[config.mk]
export PLATFORM = sky130hd
export DESIGN_NAME = intr_ctrl
export DESIGN_NICKNAME = d
export VERILOG_FILES = /design/src/rtl/pc_bus_pkg.sv /design/src/rtl/irq_sync.sv /design/src/rtl/intr_ctrl.sv
export SDC_FILE = /design/constraint.sdc
export NUM_CORES = 1
export LEC_CHECK = 0
export CAP_MARGIN = 20
export CORE_MARGIN = 5
export CORE_UTILIZATION = 35
export CTS_CLUSTER_SIZE = 28
export DETAILED_ROUTE_END_ITERATION = 10
export SLEW_MARGIN = 20
export SYNTH_ARGS = -nofsm -noshare
export SYNTH_HDL_FRONTEND = slang
export SYNTH_HIERARCHICAL = 1
export SYNTH_SLANG_ARGS = --single-unit
[constraint.sdc]
create_clock -name clk -period 2.2 [get_ports clk]
set_clock_uncertainty 0.2 [all_clocks]
set_input_delay 0.33 -clock clk [delete_from_list [all_inputs] [get_ports clk]]
set_output_delay 0.33 -clock clk [all_outputs]
set_load 0.02 [all_outputs]
[src/rtl/pc_bus_pkg.sv]
// Shared types and constants for the PC system-board interrupt path:
// INTA state encoding, register selects and the fixed-priority encoder.
package pc_bus_pkg;

    typedef enum logic [1:0] {
        IDLE  = 2'd0,
        ACK1  = 2'd1,
        WAIT2 = 2'd2,
        ACK2  = 2'd3
    } inta_state_t;

    localparam logic       A0_CMD    = 1'b0;
    localparam logic       A0_MASK   = 1'b1;
    localparam int         EOI_BIT   = 5;
    localparam logic [7:0] IMR_RESET = 8'hFF;

    // Lowest set index wins (IRQ0 highest); an empty vector yields 7, which is
    // also the level reported for a spurious acknowledge.
    function automatic logic [2:0] prio_enc(input logic [7:0] v);
        prio_enc = 3'd7;
        for (int i = 7; i >= 0; i--)
            if (v[i]) prio_enc = 3'(i);
    endfunction

endpackage

[src/rtl/irq_sync.sv]
// Per-bit two-flop synchronizer with a rising-edge pulse; EDGE selects whether
// q carries the edge pulse or the synchronized level.
module irq_sync #(
    parameter int W    = 8,
    parameter bit EDGE = 1'b1
) (
    input  logic         clk,
    input  logic         rst_n,
    input  logic [W-1:0] d,
    output logic [W-1:0] q
);

    for (genvar i = 0; i < W; i++) begin : g_bit
        logic s0, s1, prev;

        always_ff @(posedge clk or negedge rst_n) begin
            if (!rst_n) begin
                s0   <= 1'b0;
                s1   <= 1'b0;
                prev <= 1'b0;
            end else begin
                s0   <= d[i];
                s1   <= s0;
                prev <= s1;
            end
        end

        assign q[i] = EDGE ? (s1 & ~prev) : s1;
    end

endmodule

[src/rtl/intr_ctrl.sv]
// 8-input fixed-priority interrupt controller driven by 8288 command strobes.
// Define INTR_CTRL_LEVEL_EN for level-triggered requests (IRR follows irq).
module intr_ctrl
    import pc_bus_pkg::*;
#(
    parameter logic [7:0] VEC_BASE = 8'h08
) (
    input  logic       clk,
    input  logic       rst_n,
    input  logic [7:0] irq,
    input  logic       cs_n,
    input  logic       a0,
    input  logic       iorc_n,
    input  logic       aiowc_n,
    input  logic       inta_n,
    input  logic [7:0] din,
    output logic [7:0] dout,
    output logic       dout_en,
    output logic       intr
);

`ifdef INTR_CTRL_LEVEL_EN
    localparam bit SYNC_EDGE = 1'b0;
`else
    localparam bit SYNC_EDGE = 1'b1;
`endif

    logic [7:0]  irq_s;
    logic [7:0]  irr, isr, imr;
    logic [7:0]  irr_nxt, isr_nxt, pending;
    logic [2:0]  pend_lvl, isr_lvl, level;
    logic        aw_prev, ia_prev;
    logic        wr_stb, ia_fall, eoi, ack_hit, intr_nxt, rd_en;
    inta_state_t state;

    irq_sync #(.W(8), .EDGE(SYNC_EDGE)) u_irq_sync (
        .clk   (clk),
        .rst_n (rst_n),
        .d     (irq),
        .q     (irq_s)
    );

    assign wr_stb   = !aiowc_n && aw_prev && !cs_n;
    assign ia_fall  = !inta_n && ia_prev;
    assign eoi      = wr_stb && (a0 == A0_CMD) && din[EOI_BIT];
    assign pending  = irr & ~imr;
    assign pend_lvl = prio_enc(pending);
    assign isr_lvl  = prio_enc(isr);
    assign ack_hit  = ia_fall && (state == IDLE) && (|pending);
    assign intr_nxt = (|pending) && (!(|isr) || (pend_lvl < isr_lvl));

    // The acknowledge clear is applied last so it beats a same-cycle new edge.
    always_comb begin
        isr_nxt = isr;
        if (eoi && (|isr)) isr_nxt[isr_lvl] = 1'b0;
        if (ack_hit)       isr_nxt[pend_lvl] = 1'b1;
`ifdef INTR_CTRL_LEVEL_EN
        irr_nxt = irq_s;
`else
        irr_nxt = irr | irq_s;
        if (ack_hit) irr_nxt[pend_lvl] = 1'b0;
`endif
    end

    always_ff @(posedge clk or negedge rst_n) begin
        if (!rst_n) begin
            irr     <= 8'h00;
            isr     <= 8'h00;
            imr     <= IMR_RESET;
            intr    <= 1'b0;
            aw_prev <= 1'b1;
            ia_prev <= 1'b1;
        end else begin
            irr     <= irr_nxt;
            isr     <= isr_nxt;
            intr    <= intr_nxt;
            aw_prev <= aiowc_n;
            ia_prev <= inta_n;
            if (wr_stb && (a0 == A0_MASK)) imr <= din;
        end
    end

    // Level is latched once on the first pulse; later IMR writes cannot move it.
    always_ff @(posedge clk or negedge rst_n) begin
        if (!rst_n) begin
            state <= IDLE;
            level <= 3'd0;
        end else begin
            case (state)
                IDLE:    if (ia_fall) begin
                             state <= ACK1;
                             level <= pend_lvl;
                         end
                ACK1:    if (inta_n)  state <= WAIT2;
                WAIT2:   if (ia_fall) state <= ACK2;
                ACK2:    if (inta_n)  state <= IDLE;
                default: state <= IDLE;
            endcase
        end
    end

    assign rd_en = !iorc_n && !cs_n && inta_n && (state == IDLE);

    always_comb begin
        dout_en = 1'b0;
        dout    = 8'h00;
        if ((state == ACK2) && !inta_n) begin
            dout_en = 1'b1;
            dout    = {VEC_BASE[7:3], level};
        end else if (rd_en) begin
            dout_en = 1'b1;
            dout    = (a0 == A0_MASK) ? imr : isr;
        end
    end

endmodule

# Word-level counts from Yosys, hierarchy flattened
# Cells that the tools add are included.
# op_classes
bitwise,25
n_reduce_logical,27
magnitude_cmp,5
n_mux,31
eq_ne,7
# op_table
op,count
two-way mux 8 bit,6
two-way mux 3 bit,10
AND 8 bit,3
inverter 8 bit,3
logical AND 1 bit,16
OR 8 bit,2
OR reduction 8 bit,2
two-way mux 2 bit,6
inverter 1 bit,9
AND 1 bit,8
less-than comparator 3 x 4 -> 1 bit (second input constant),2
!= test 2 bit (second input constant),4
one-hot mux 2 bit (4 select lines),1
demux 1 bit (select 3 bit),2
>= comparator 3 x 1 -> 1 bit (second input constant),2
two-way mux 1 bit,6
logical NOT 1 bit,5
== test 2 bit (second input constant),2
AND reduction 4 bit,1
less-than comparator 3 bit,1
== test 2 x 1 -> 1 bit (second input constant),1
logical NOT 2 bit,1
AND reduction 2 bit,1
logical OR 1 bit,1
# totals
output_inout_bits,10
in_bits,23
register_bits,56
elab_cells,127

# Longest topological paths before layout
# logic_depth
ltp_word,16
depth_mapped,8
depth_no_buf,8

# By module
# Netlist, hierarchy kept.
# by_module_without_submodules
module,cells_each,area_per_inst_um2,instances,seq_area_each_um2
intr_ctrl,173,1788.0,1,813.3
irq_sync,32,710.7,1,600.6

# Worst setup path after synthesis
# No wires, ideal clock.
# synth_path
path_kind,flip-flop to flip-flop
start,reg imr[0]
end,reg intr
arrival_ps,1847
setup_ps,94
stages_incl_launch_ff,9
n_path_buf,0
synth_period_minus_slack_ps,2141
setup_slack_ps,59
cell_sequence,dfstp_2 -> nand2b_2 -> o2111ai_2 -> inv_1 -> ha_1 -> a21oi_1 -> nor3b_1 -> a22oi_1 -> a211oi_1
# synth_between
elab_chain_len,6
elab_cells_between_ends,7
cone_classes,order compare (1); mux (1); bitwise (2); reduce/logical (3)
# synth_lines
item,line_no,rtl
start: declaration,intr_ctrl.sv:29,"logic [7:0] irr, isr, imr;"
start signal: assignment,intr_ctrl.sv:79,if (wr_stb && (a0 == A0_MASK)) imr <= din;
inverter 8 bit,intr_ctrl.sv:46,assign pending = irr & ~imr;
AND 8 bit,intr_ctrl.sv:46,
two-way mux 3 bit,pc_bus_pkg.sv:22,if (v[i]) prio_enc = 3'(i);
net pend_lvl[2],intr_ctrl.sv:31,"logic [2:0] pend_lvl, isr_lvl, level;"
less-than comparator 3 bit,intr_ctrl.sv:50,assign intr_nxt = (|pending) && (!(|isr) || (pend_lvl < isr_lvl));
logical OR 1 bit,intr_ctrl.sv:50,
logical AND 1 bit,intr_ctrl.sv:50,
net intr_nxt,intr_ctrl.sv:33,"logic wr_stb, ia_fall, eoi, ack_hit, intr_nxt, rd_en;"
end signal: assignment,intr_ctrl.sv:76,intr <= intr_nxt;
end: declaration,intr_ctrl.sv:19,output logic intr
# The timed path passes the listed nets, and every way through them passes these cells.
# A chain may end at the register's enable or synchronous reset.

# Worst setup path in the final report
# layout_path
start,in inta_n
end,out dout_en
# layout_between
elab_chain_len,4
elab_cells_between_ends,6
cone_classes,mux (2); reduce/logical (4)
# layout_lines
item,line_no,rtl
start: declaration,intr_ctrl.sv:15,"input logic inta_n,"
logical AND 1 bit (2 in a row),intr_ctrl.sv:102,assign rd_en = !iorc_n && !cs_n && inta_n && (state == IDLE);
two-way mux 1 bit,intr_ctrl.sv:110,end else if (rd_en) begin
two-way mux 1 bit (*),intr_ctrl.sv:107,if ((state == ACK2) && !inta_n) begin
end: declaration,intr_ctrl.sv:18,"output logic dout_en,"
# Every way passes the cells marked *; elsewhere a longest branch is shown, timed or not.

==> results.cfg <==
[synthesis]
ys_top_cells_by_area = dfrtp_1, dfstp_2, nor2b_4
ys_warn_count = 6
synth_cell_type_count = 44
synth_edf_count = 0
synth.yosys.seq_area_share_pct = 56.6
ys_ff_latch = 56
synth_top_area_share_pct = 46.1
syn_inst = 205
synthArstFlopShare_pct = 100
synthFlopType = dfrtp_1
synth_nets = 235
syn_avg_cell_area_um2 = 12.2
yosysTopAreaCell = dfrtp_1
syn-cell-area_um2 = 2500

[routing]
drtIter0Drc = 47
post-route-drc-count = 0
num_vias = 1755
via_per_inst = 4.69
final_antenna_net_count = 0
drt_pre_antenna_iters = 4
wirelength_um = 5360
wl_per_cell_um = 14.3

[place]
dp_slack_ps = -356
place.gp.congestion = 0.865
dp_hpwl_um = 3800
port_buffers = 32

[global_routing]
grt_start_max_net_pins = 34
grt-ovfl-total = 0
grt.total_usage_pct = 12.4
grt_pass1_vias = 1756
grt_pass1_wl_um = 8470
antenna_found_initial = 0

[timing]
final.setup.worst_slack_ps = 51.5
fin_tns_setup_ps = 0
tightestPinTransition_ps = 561
rsz0062_at_grt = true
period_share_pct = 97.7
clock.fmax_mhz = 465
timing.final.max_slew_violations = 0
period_needed_ps = 2150
setup_viol_count_final = 0
finalHoldViolations = 0
slew_headroom_pct = 62.6
timing.hold.ws_ps = 155

[worst_setup_path]
endpoint_kind = primary output
required_ps = 1670
cpMostUsedCell = buf_4
path_cells = clkdlybuf4s50_1 > buf_4 > buf_4 > nand2b_1 > nand2_1 > clkdlybuf4s15_1
critPathMaxFanout = 5
start_kind = input pin
critPathKind = in -> out
critPathMaxStageDelay_ps = 470
arrival_ps = 1620
slowest_stage = clkdlybuf4s50_1

[run_status]
status = finished, final reports clean

[layout]
diodes = 0
seq_area_um2 = 1410
multi_input_area_um2 = 1160
drive_above_1_share_pct = 38.1
nets = 307
fill_cells = 625
areaGrowthSynthToFinish_pct = 36.2

[clock_tree]
numCtsBuffers = 5
cts.sinks = 56
cts_buffer_depth = 2
tritoncts = done
path_clk_slew_ps = 90
h-tree-depth = 2
clk_latency_ps = 310
clock-root-buffer = clkbuf_8

[floorplanning]
die_h_um = 94.5
ios = 33
core.rowCount = 30
core_area_um2 = 6870
start_util_pct = 36.4
die_w_um = 94.5
dieArea_um2 = 8930

[power_and_ir_drop]
irDropWorstVdd_v = 0.000466
leakage_nw = 1.52
pwr_density_cell_nw_per_um2 = 1000

[hold_path]
hold_class = reg -> reg

[run]
drv_cap = 0
## kinds of logic after synthesis
kind of cell,share of synthesized area [%]
adders and majority gates,3.51
AOI/OAI and AO/OA,12.1
and+or+nand+nor,17.6
DFF,56.6
muxes,7.66
buffers and inverters,2.55
## final cells by class
class,instances,share of cell area (%)
Multi-Input combinational cell,134,34.0
Inverter,10,1.10
Timing Repair Buffer,70,17.1
Sequential cell,56,41.5
Clock buffer,7,2.54
Clock inverter,1,0.221
Tap cell,96,3.53
## per-stage QoR
stage	area (um^2)	util, %	instances	power [mW]
finish	3400	49.5	374	3.41
global route	3400	49.5	374	3.63
CTS	3280	47.8	371	3.21
detailed placement	3170	46.1	361	2.58
global placement	3170	46.1	361	2.55
floorplan	2500	-	205	2.04
## where the power goes
group	internal, mW	leakage (nW)	switching (mW)
sequential	1.22	0.637	0.136
combinational	0.761	0.836	0.715
clock	0.256	0.0445	0.324
total	2.24	1.52	1.17
## sequential cells by signal, summed over array words and instances (netlist names)
register               count
level                      3
ia_prev                    1
isr                        8
u_irq_sync/g_bit.s1        8
u_irq_sync/g_bit.prev      8
imr                        8
aw_prev                    1
irr                        8
intr                       1
state                      2
u_irq_sync/g_bit.s0        8
## worst max-delay path: cells and delay by family
family,cells,cell delay [ps]
buf+inv,4,1080
simple gates,2,200
## cells in the final DEF (no fill, tap or decap), drive strengths merged, types with 4 or more instances in the layout
master	instances
nand2b	6
buf	44
clkdlybuf4s50	21
mux2i	9
nand2	11
dfstp	10
dfrtp	46
nor2	19
mux2	9
nor2b	13
inv	10
o21ai	17
clkbuf	9
ha	7
a22o	4
a21oi	9
## what timing repair did
item	in CTS	in global routing
setup endpoints to repair	10	8
setup buffers	1	3
endpoints found under the hold margin	18	0
pin swaps	0	6
resized for setup	39	26
hold buffers	1	0
## routing by layer
metal / vias up / GRT usage [%] / share of wire, %
met5: - / 0 / 0
met4: 0 / 5.41 / 1.6
met3: 7 / 3.27 / 5.9
met2: 41 / 19.0 / 46
met1: 853 / 16.6 / 47
li1: 854 / - / -
## path summary, 6_finish.rpt
| check | endpoint | cells past startpoint | start | slack (ps) |
|---|---|---|---|---|
| worst min-delay path | u_irq_sync/g_bit[0].s1$_DFF_PN0_ | 0 | u_irq_sync/g_bit[0].s0$_DFF_PN0_ | 150 |
| max in group asynchronous | ia_prev$_DFF_PN1_ | 3 | rst_n | 840 |
| worst max register to register | intr$_DFF_PN0_ | 8 | imr[2]$_DFFE_PN1P_ | 60 |
| worst min register to register | u_irq_sync/g_bit[0].s1$_DFF_PN0_ | 0 | u_irq_sync/g_bit[0].s0$_DFF_PN0_ | 150 |
| min in group asynchronous | u_irq_sync/g_bit[5].s0$_DFF_PN0_ | 2 | rst_n | 330 |
| worst max-delay path | dout_en | 6 | inta_n | 50 |
## cells in the mapped netlist (all sizes together) (2+ instances only)
library cell and count:
o31ai 2, nor3b 3, dfstp 10, ha 7, nand2b 6, dfrtp 46
mux2i 9, a21o 3, nand3b 2, mux2 9, inv 10, nand2 11
o21ai 17, nor2b 13, buf 4, a22o 4, a21oi 9, nor2 19
o22a 3
(Power assumes the default switching activity.)
